[config.mk]
export PLATFORM = sky130hd
export DESIGN_NAME = aes_round_ctrl_flat
export DESIGN_NICKNAME = d
export VERILOG_FILES = /design/src/rtl/aes_round_ctrl_if.sv /design/src/rtl/aes_round_ctrl.sv /design/src/flat_wrapper.sv
export SDC_FILE = /design/constraint.sdc
export NUM_CORES = 1
export LEC_CHECK = 0
export BUFFER_PORTS_ARGS = -buffer_cell sky130_fd_sc_hd__buf_2
export CORE_MARGIN = 2
export CORE_UTILIZATION = 40
export DETAILED_ROUTE_END_ITERATION = 10
export PLACE_DENSITY = 0.75
export SYNTH_ARGS = -nofsm -noshare
export SYNTH_HDL_FRONTEND = slang
export SYNTH_SLANG_ARGS = --single-unit
[constraint.sdc]
create_clock -name clk -period 3.3 [get_ports clk]
set_input_delay 0.165 -clock clk [delete_from_list [all_inputs] [get_ports clk]]
set_output_delay 0.165 -clock clk [all_outputs]
set_load 0.03 [all_outputs]
[src/rtl/aes_round_ctrl_if.sv]
// aes_round_ctrl_if: handshake and datapath-select bundle for aes_round_ctrl.
// AES_CTRL_DECRYPT_EN adds the decrypt request and dec_mode indication.
interface aes_round_ctrl_if #(
  parameter int STEPS_PER_ROUND = 3,
  parameter int STEP_W = (STEPS_PER_ROUND > 2) ? $clog2(STEPS_PER_ROUND) : 1
);
  logic in_valid, in_ready, out_valid, out_ready, load_en, last_round, enable_ks, busy;
  logic [1:0] key_mode;
  logic [STEP_W-1:0] round_step;
  logic [3:0] round_index;
`ifdef AES_CTRL_DECRYPT_EN
  logic decrypt, dec_mode;
  modport master(output in_valid, key_mode, out_ready, decrypt,
                 input in_ready, out_valid, load_en, round_step, round_index, last_round, enable_ks, busy, dec_mode);
  modport slave(input in_valid, key_mode, out_ready, decrypt,
                output in_ready, out_valid, load_en, round_step, round_index, last_round, enable_ks, busy, dec_mode);
`else
  modport master(output in_valid, key_mode, out_ready,
                 input in_ready, out_valid, load_en, round_step, round_index, last_round, enable_ks, busy);
  modport slave(input in_valid, key_mode, out_ready,
                output in_ready, out_valid, load_en, round_step, round_index, last_round, enable_ks, busy);
`endif
endinterface

[src/rtl/aes_round_ctrl.sv]
// aes_round_ctrl: round/step sequencer for the multicycle AES datapath (AES-128/192/256).
// Optional AES_CTRL_DECRYPT_EN: round_index counts down from nr-1 for decryption.
module aes_round_ctrl #(
  parameter int STEPS_PER_ROUND = 3,
  parameter int STEP_W = (STEPS_PER_ROUND > 2) ? $clog2(STEPS_PER_ROUND) : 1
) (
  input logic clk,
  input logic rst_n,
  aes_round_ctrl_if.slave bus
);
  typedef enum logic [1:0] {IDLE, ROUND, DONE} state_t;
  localparam logic [STEP_W-1:0] STEP_LAST = STEP_W'(STEPS_PER_ROUND - 1);
  localparam logic [STEP_W-1:0] STEP_FIN = STEP_W'(STEPS_PER_ROUND - 2);
  state_t state;
  logic [STEP_W-1:0] step;
  logic [3:0] idx, nr_q, nr_new, final_idx, idx_init, idx_next;
  logic last, at_end, load;
`ifdef AES_CTRL_DECRYPT_EN
  logic dec_q;
  assign final_idx = dec_q ? 4'd0 : nr_q - 4'd1;
  assign idx_init = bus.decrypt ? nr_new - 4'd1 : 4'd0;
  assign idx_next = dec_q ? idx - 4'd1 : idx + 4'd1;
  assign bus.dec_mode = dec_q;
`else
  assign final_idx = nr_q - 4'd1;
  assign idx_init = 4'd0;
  assign idx_next = idx + 4'd1;
`endif
  // reserved key_mode 3 falls back to the AES-128 round count
  assign nr_new = bus.key_mode == 2'd1 ? 4'd12 : bus.key_mode == 2'd2 ? 4'd14 : 4'd10;
  assign last = state == ROUND && idx == final_idx;
  assign at_end = state == ROUND && step == (last ? STEP_FIN : STEP_LAST);
  assign bus.in_ready = state == IDLE || (state == DONE && bus.out_ready);
  assign load = bus.in_valid && bus.in_ready;
  assign bus.load_en = load;
  assign bus.out_valid = state == DONE;
  assign bus.busy = state == ROUND;
  assign bus.last_round = last;
  assign bus.enable_ks = at_end;
  assign bus.round_step = step;
  assign bus.round_index = idx;
  always_ff @(posedge clk or negedge rst_n)
    if (!rst_n) begin
      state <= IDLE;
      step <= '0;
      idx <= '0;
      nr_q <= 4'd10;
`ifdef AES_CTRL_DECRYPT_EN
      dec_q <= 1'b0;
`endif
    end else
      case (state)
        IDLE, DONE:
          if (load) begin
            state <= ROUND;
            step <= '0;
            idx <= idx_init;
            nr_q <= nr_new;
`ifdef AES_CTRL_DECRYPT_EN
            dec_q <= bus.decrypt;
`endif
          end else if (state == DONE && bus.out_ready) begin
            state <= IDLE;
            step <= '0;
            idx <= '0;
          end
        ROUND:
          if (step > STEP_LAST) begin
            state <= IDLE;
            step <= '0;
            idx <= '0;
          end else if (at_end && last) state <= DONE;
          else if (at_end) begin
            step <= '0;
            idx <= idx_next;
          end else step <= step + 1'b1;
        default: begin
          state <= IDLE;
          step <= '0;
          idx <= '0;
        end
      endcase
endmodule

[src/flat_wrapper.sv]
// flat-port wrapper written by rule: the top's interface ports become plain ports
module aes_round_ctrl_flat 
#(
  parameter int STEPS_PER_ROUND = 3,
  parameter int STEP_W = (STEPS_PER_ROUND > 2) ? $clog2(STEPS_PER_ROUND) : 1
)
  (clk, rst_n, bus_in_valid, bus_key_mode, bus_out_ready, bus_in_ready, bus_out_valid, bus_load_en, bus_round_step, bus_round_index, bus_last_round, bus_enable_ks, bus_busy);
  aes_round_ctrl_if #(.STEPS_PER_ROUND(STEPS_PER_ROUND), .STEP_W(STEP_W)) bus_i ();
  input logic clk;
  input logic rst_n;
  input wire logic [$bits(bus_i.in_valid)-1:0] bus_in_valid;
  input wire logic [$bits(bus_i.key_mode)-1:0] bus_key_mode;
  input wire logic [$bits(bus_i.out_ready)-1:0] bus_out_ready;
  output wire logic [$bits(bus_i.in_ready)-1:0] bus_in_ready;
  output wire logic [$bits(bus_i.out_valid)-1:0] bus_out_valid;
  output wire logic [$bits(bus_i.load_en)-1:0] bus_load_en;
  output wire logic [$bits(bus_i.round_step)-1:0] bus_round_step;
  output wire logic [$bits(bus_i.round_index)-1:0] bus_round_index;
  output wire logic [$bits(bus_i.last_round)-1:0] bus_last_round;
  output wire logic [$bits(bus_i.enable_ks)-1:0] bus_enable_ks;
  output wire logic [$bits(bus_i.busy)-1:0] bus_busy;
  assign bus_i.in_valid = bus_in_valid;
  assign bus_i.key_mode = bus_key_mode;
  assign bus_i.out_ready = bus_out_ready;
  assign bus_in_ready = bus_i.in_ready;
  assign bus_out_valid = bus_i.out_valid;
  assign bus_load_en = bus_i.load_en;
  assign bus_round_step = bus_i.round_step;
  assign bus_round_index = bus_i.round_index;
  assign bus_last_round = bus_i.last_round;
  assign bus_enable_ks = bus_i.enable_ks;
  assign bus_busy = bus_i.busy;
  aes_round_ctrl #(.STEPS_PER_ROUND(STEPS_PER_ROUND), .STEP_W(STEP_W)) u_core (.clk(clk), .rst_n(rst_n), .bus(bus_i));
endmodule
==> impl_metrics.json, run 1 <==
{
  "die_y_um": 43.1,
  "grt_pass1_wl_um": 2120,
  "path_clk_slew_ns": 0.06,
  "finalInstanceArea_um2": 763,
  "io_buffers": 17,
  "coreArea_um2": 1470,
  "r2r_cells": 6,
  "drcViolationCount": 0,
  "report.final.slew_viol_count": 0,
  "ys_ff_latch": 10,
  "r2r-start": "u_core.nr_q[1]$_DFFE_PN1P_",
  "clock_sinks": 10,
  "num_vias": 552,
  "final_util": 0.519,
  "dp_cells": 96,
  "synth_top_cell_by_area": "dfrtp_1",
  "finalNonFillerCells": 101,
  "via_per_inst": 5.47,
  "grt_pass1_vias": 499,
  "max_freq_mhz": 402,
  "grt.total_usage": 0.156,
  "ant_nets": 0,
  "io_pins": 18,
  "avgSynthCellArea_um2": 9.71,
  "initial_core_util": 0.416,
  "worst-setup-path-type": "reg -> out",
  "num_rows": 14,
  "tns_ns": 0,
  "synth-edff-count": 0,
  "status": "finished clean",
  "ir_drop_mv": 0.395,
  "cp-start-kind": "register",
  "fp.dieArea_um2": 1860,
  "post-place-ws_ns": 1.09,
  "placed_area_um2": 717,
  "rsz0062_at_grt": "false",
  "static-leakage-power_uw": 0.000423,
  "layout_setup_ws_ns": 0.814,
  "die_w_um": 43.1,
  "finClkSkew_ns": 0.00286,
  "syn_area_um2": 612,
  "yosysMostFrequentCell": "dfrtp_1",
  "endpoint_kind": "output pin",
  "hp-class": "in -> reg",
  "htreeDepth": 1,
  "fin_nets": 96,
  "synth_cells": 63,
  "clk_latency_ns": 0.26,
  "powerDensity_nw_per_um2": 856,
  "wl_per_cell_um": 12.5,
  "finalHoldViolCount": 0,
  "synthTopCellsByArea": "dfrtp_1, ha_1, dfstp_2",
  "routed_wl_um": 1260,
  "cp.required_ns": 3.13,
  "min_period_ns": 2.49,
  "arrival_ns": 2.32,
  "synth_seq_area_share": 0.411,
  "gr-total-overflow": 0,
  "yosys-top-cells-count": "dfrtp_1, inv_1, nor2_1",
  "tritoncts": "built",
  "synthToLayoutAreaGrowth_pct": 24.7,
  "cts_resized": 0,
  "crit_path_end": "bus_enable_ks",
  "async_flop_share": 1.00,
  "drive_above_1_share": 0.271,
  "antenna-diode-count": 0,
  "min_period_over_period": 0.753,
  "grt_max_degree": 11,
  "drtIter0Drc": 6,
  "gp_congestion": 0.802,
  "relSlewSlack": 0.481,
  "setup_viol": 0,
  "synth.distinct_cells": 31,
  "yosys_most_used_dff": "dfrtp_1",
  "cts-root-buf": "clkbuf_4",
  "ff2ff_setup_slack_ns": 1.27,
  "critPathLaunch": "u_core.nr_q[1]$_DFFE_PN1P_",
  "detail_route.first_pass.iterations": 3,
  "antenna_found_initial": 0,
  "ys_warn_count": 0,
  "worst_pin_slew_ns": 0.777,
  "cap_violations": 0,
  "post-dp-hpwl_um": 989,
  "cts-buffers-inserted": 3,
  "clockBufferDepth": 2,
  "synth_top_area_frac": 0.368,
  "synth_fp_nets": 73,
  "worstPathMaxFanout": 4,
  "timing.rr.end": "u_core.bus.round_index[3]$_DFFE_PN0P_"
}
layer usage:
| layer | routed length (µm) | track usage |
|---|---|---|
| met2 | 600 | 0.248 |
| met4 | 11 | 0.0545 |
| met3 | 69 | 0.0638 |
| met1 | 581 | 0.189 |
| met5 | 0 | 0 |
area by class of cell:
cell class | instances | area [µm²]
tap | 16 | 20.0
fill | 154 | 708
inverter | 5 | 18.8
clock buffer | 4 | 36.3
multi-input combinational | 48 | 342
sequential | 10 | 251
timing repair buffer | 18 | 95.1
kinds of logic (layout without fill, tap and decap cells):
group,Yosys count,in the layout,synth area share
buffers and inverters,5,27,0.0307
AOI/OAI and AO/OA,16,16,0.198
and+or+nand+nor,24,24,0.219
xor gates and xnor gates,3,3,0.0430
DFF,10,10,0.411
adders and majority gates,5,5,0.0982
how the worst min path moves through the flow:
stage,start,to,slack [ns],depth (start not counted)
after global routing,bus_key_mode[0],u_core.nr_q[1]$_DFFE_PN1P_,0.18,3
after global placement,rst_n,u_core.bus.round_index[0]$_DFFE_PN0P_,0.03,1
after CTS,bus_key_mode[0],u_core.nr_q[1]$_DFFE_PN1P_,0.17,3
final,bus_key_mode[0],u_core.nr_q[1]$_DFFE_PN1P_,0.18,3
after floorplan,rst_n,u_core.bus.round_index[0]$_DFFE_PN0P_,-0.13,0
after detailed placement,rst_n,u_core.bus.round_index[1]$_DFFE_PN0P_,0.04,1
stage by stage:
stage / hold WS, ns / power (µW)
2_1_floorplan: -0.131 / 456
6_report: 0.175 / 653
3_3_place_gp: 0.0340 / 539
5_1_grt: 0.179 / 702
3_5_place_dp: 0.0366 / 548
4_1_cts: 0.172 / 658
critical path, stage by stage (launching register included):
cell and delay [ns]:
dfstp_2 0.55, inv_1 0.05, ha_1 0.29, xor2_1 0.21, nand4_1 0.19, nor3b_1 0.41
o21a_1 0.16, buf_2 0.19
sequential cells by signal, indices dropped and copies added, names as in the netlist:
name,flops
u_core.nr_q,2
u_core.bus.round_index,4
u_core.state,2
u_core.bus.round_step,2
power by group:
group / internal [µW] / switching, µW
clock: 67.0 / 41.6
sequential: 164 / 44.5
combinational: 122 / 214
what timing repair did:
action	in CTS	in global routing
hold endpoints to repair	10	0
buffers inserted	0	0
hold buffers	1	0
cells in the final DEF, fill, tap and decap left out, types with 3 or more instances in the layout:
master,count
buf_2,17
dfrtp_1,9
inv_1,5
nor2_1,5
ha_1,4
xor2_1,3
nor3b_1,3
a21oi_1,3
nand2_1,3
clkbuf_4,3
No activity file was read; power rests on OpenSTA's default activity.
==> inputs of run 2 (changes only) <==
PLACE_DENSITY = 0.78   (was 0.75)
clock period = 2.1 ns   (was 3.3 ns; I/O delays follow)
==> run 2 against run 1 <==
  * Critical path depth did not move
  * Register-to-register slack got worse by 1.2 ns
  * Worst setup slack worse by 0.80 ns
  * Clock-buffer cell count is the same
  * First-iteration DRC count increased by 100%
  * Sequential power up 61%
==> impl_metrics.json, run 2 (synthesis results as in run 1) <==
{
  "grt_pass1_wl_um": 2550,
  "tritoncts": "built",
  "grt.total_usage": 0.191,
  "die_y_um": 43.1,
  "critPathMaxStageDelay_ns": 0.55,
  "wl_per_cell_um": 14.4,
  "pwr-share-seq": 0.266,
  "max_freq_mhz": 478,
  "finClkSkew_ns": 0.00400,
  "cp_slowest_cell": "dfstp_2",
  "endpoint_kind": "output pin",
  "gr-total-overflow": 0,
  "cp-start-kind": "register",
  "synthToLayoutAreaGrowth_pct": 48.3,
  "via_per_inst": 5.49,
  "clock_sinks": 10,
  "fin_nets": 105,
  "final_common_cell": "buf_2",
  "cts-root-buf": "clkbuf_4",
  "r2r-start": "u_core.nr_q[1]$_DFFE_PN1P_",
  "setup_viol": 0,
  "clockBufferDepth": 2,
  "post-dp-hpwl_um": 1070,
  "static-leakage-power_uw": 0.000471,
  "status": "finished clean",
  "finalHoldViolCount": 0,
  "worst_pin_slew_ns": 0.307,
  "worstPathMaxFanout": 3,
  "num_rows": 14,
  "fp.dieArea_um2": 1860,
  "cp.required_ns": 2.00,
  "hp-class": "in -> reg",
  "die_w_um": 43.1,
  "tns_ns": 0,
  "antenna-diode-count": 0,
  "clk_latency_ns": 0.27,
  "largest_reg_flops": 4,
  "pwr-share-clk": 0.136,
  "num_vias": 604,
  "ir_drop_mv": 0.693,
  "gp_congestion": 0.781,
  "layout_common_cells": "buf_2, buf_4, dfrtp_1, nor2_1, inv_1",
  "whs_path_depth": 3,
  "p_int_uw": 682,
  "grt_pass1_vias": 574,
  "grt_max_degree": 11,
  "coreArea_um2": 1470,
  "io_pins": 18,
  "report.final.slew_viol_count": 0,
  "detail_route.first_pass.iterations": 4,
  "powerDensity_nw_per_um2": 1380,
  "ant_nets": 0,
  "cts-buffers-inserted": 3,
  "io_buffers": 17,
  "worstHoldStart": "bus_key_mode[0]",
  "htreeDepth": 1,
  "worst-setup-path-type": "reg -> out",
  "min_period_over_period": 0.996,
  "power_switching_uw": 572,
  "relSlewSlack": 0.796,
  "arrival_ns": 1.99,
  "drtIter0Drc": 12,
  "dp_cells": 100,
  "timing.rr.end": "u_core.bus.round_step[0]$_DFFE_PN0P_",
  "min_to": "u_core.nr_q[1]$_DFFE_PN1P_",
  "ff2ff_setup_slack_ns": 0.11,
  "path_clk_slew_ns": 0.06,
  "antenna_found_initial": 0,
  "switching_share": 0.456,
  "cp_cell_sequence": "inv_2, ha_4, xor2_4, nand4_1, nor3b_2, o21a_1, buf_6",
  "finalNonFillerCells": 110,
  "comb_power_share": 0.598,
  "min_period_ns": 2.09,
  "routed_wl_um": 1580,
  "cap_violations": 0,
  "rsz0062_at_grt": "true",
  "drive_above_1_share": 0.415,
  "drcViolationCount": 0,
  "initial_core_util": 0.416,
  "r2r_cells": 7
}
==> run 2: area by class of cell <==
type	instances	area (µm²)
fill	123	564
multi-input combinational	48	412
sequential	10	251
timing repair buffer	27	169
clock buffer	4	36.3
tap	16	20.0
inverter	5	18.8
==> run 2: through the flow <==
stage | cell area [µm²] | worst slack (ns) | hold slack (ns) | total power, µW | utilization
2_1_floorplan | 612 | 0.108 | -0.191 | 716 | -
3_3_place_gp | 747 | 0.172 | -0.0282 | 876 | 0.508
3_5_place_dp | 747 | 0.0561 | -0.0253 | 904 | 0.508
4_1_cts | 881 | -0.00282 | 0.0998 | 1200 | 0.599
5_1_grt | 907 | -0.0414 | 0.0886 | 1340 | 0.616
6_report | 907 | 0.00944 | 0.101 | 1250 | 0.616
==> run 2: how the worst max path moves through the flow <==
stage	slack [ns]	to	from	cells past startpoint
5_1_grt	-0.04	bus_enable_ks	u_core.nr_q[1]$_DFFE_PN1P_	7
2_1_floorplan	0.11	bus_enable_ks	u_core.nr_q[1]$_DFFE_PN1P_	6
3_3_place_gp	0.17	bus_enable_ks	u_core.nr_q[1]$_DFFE_PN1P_	7
3_5_place_dp	0.06	bus_enable_ks	u_core.nr_q[1]$_DFFE_PN1P_	7
6_report	0.009	bus_enable_ks	u_core.nr_q[1]$_DFFE_PN1P_	7
4_1_cts	-0.003	bus_enable_ks	u_core.nr_q[1]$_DFFE_PN1P_	7
==> run 2: timing repair <==
item / 4_1_cts / 5_1_grt
gates cloned: 0 / 0
hold buffers: 1 / 0
pin swaps: 4 / 3
buffers inserted: 4 / 1
hold endpoints to repair: 10 / 0
endpoints found under the setup margin: 1 / 2
resized for setup: 9 / 2
==> run 2: power groups by stage <==
stage | Combinational [µW] | Clock (µW) | Sequential [µW]
global route | 807 | 189 | 342
floorplan | 338 | 0 | 378
finish | 749 | 171 | 334
CTS | 699 | 174 | 328
global placement | 548 | 0 | 328
detailed placement | 572 | 0 | 332
==> run 2: worst max-delay path: cells and delay by family, from the launching register on <==
| kind | cells | cell delay (ns) |
|---|---|---|
| flops | 1 | 0.55 |
| simple gates | 2 | 0.39 |
| fa+ha+maj | 1 | 0.28 |
| buf+inv | 2 | 0.18 |
| xor+xnor | 1 | 0.17 |
| compound gates | 1 | 0.15 |
==> run 2: layer usage <==
layer / part of all wire / routed length [µm] / track usage
met2: 0.53 / 836 / 0.313
met3: 0.046 / 72 / 0.0511
met1: 0.39 / 613 / 0.215
met5: 0 / 0 / 0
met4: 0.036 / 57 / 0.121
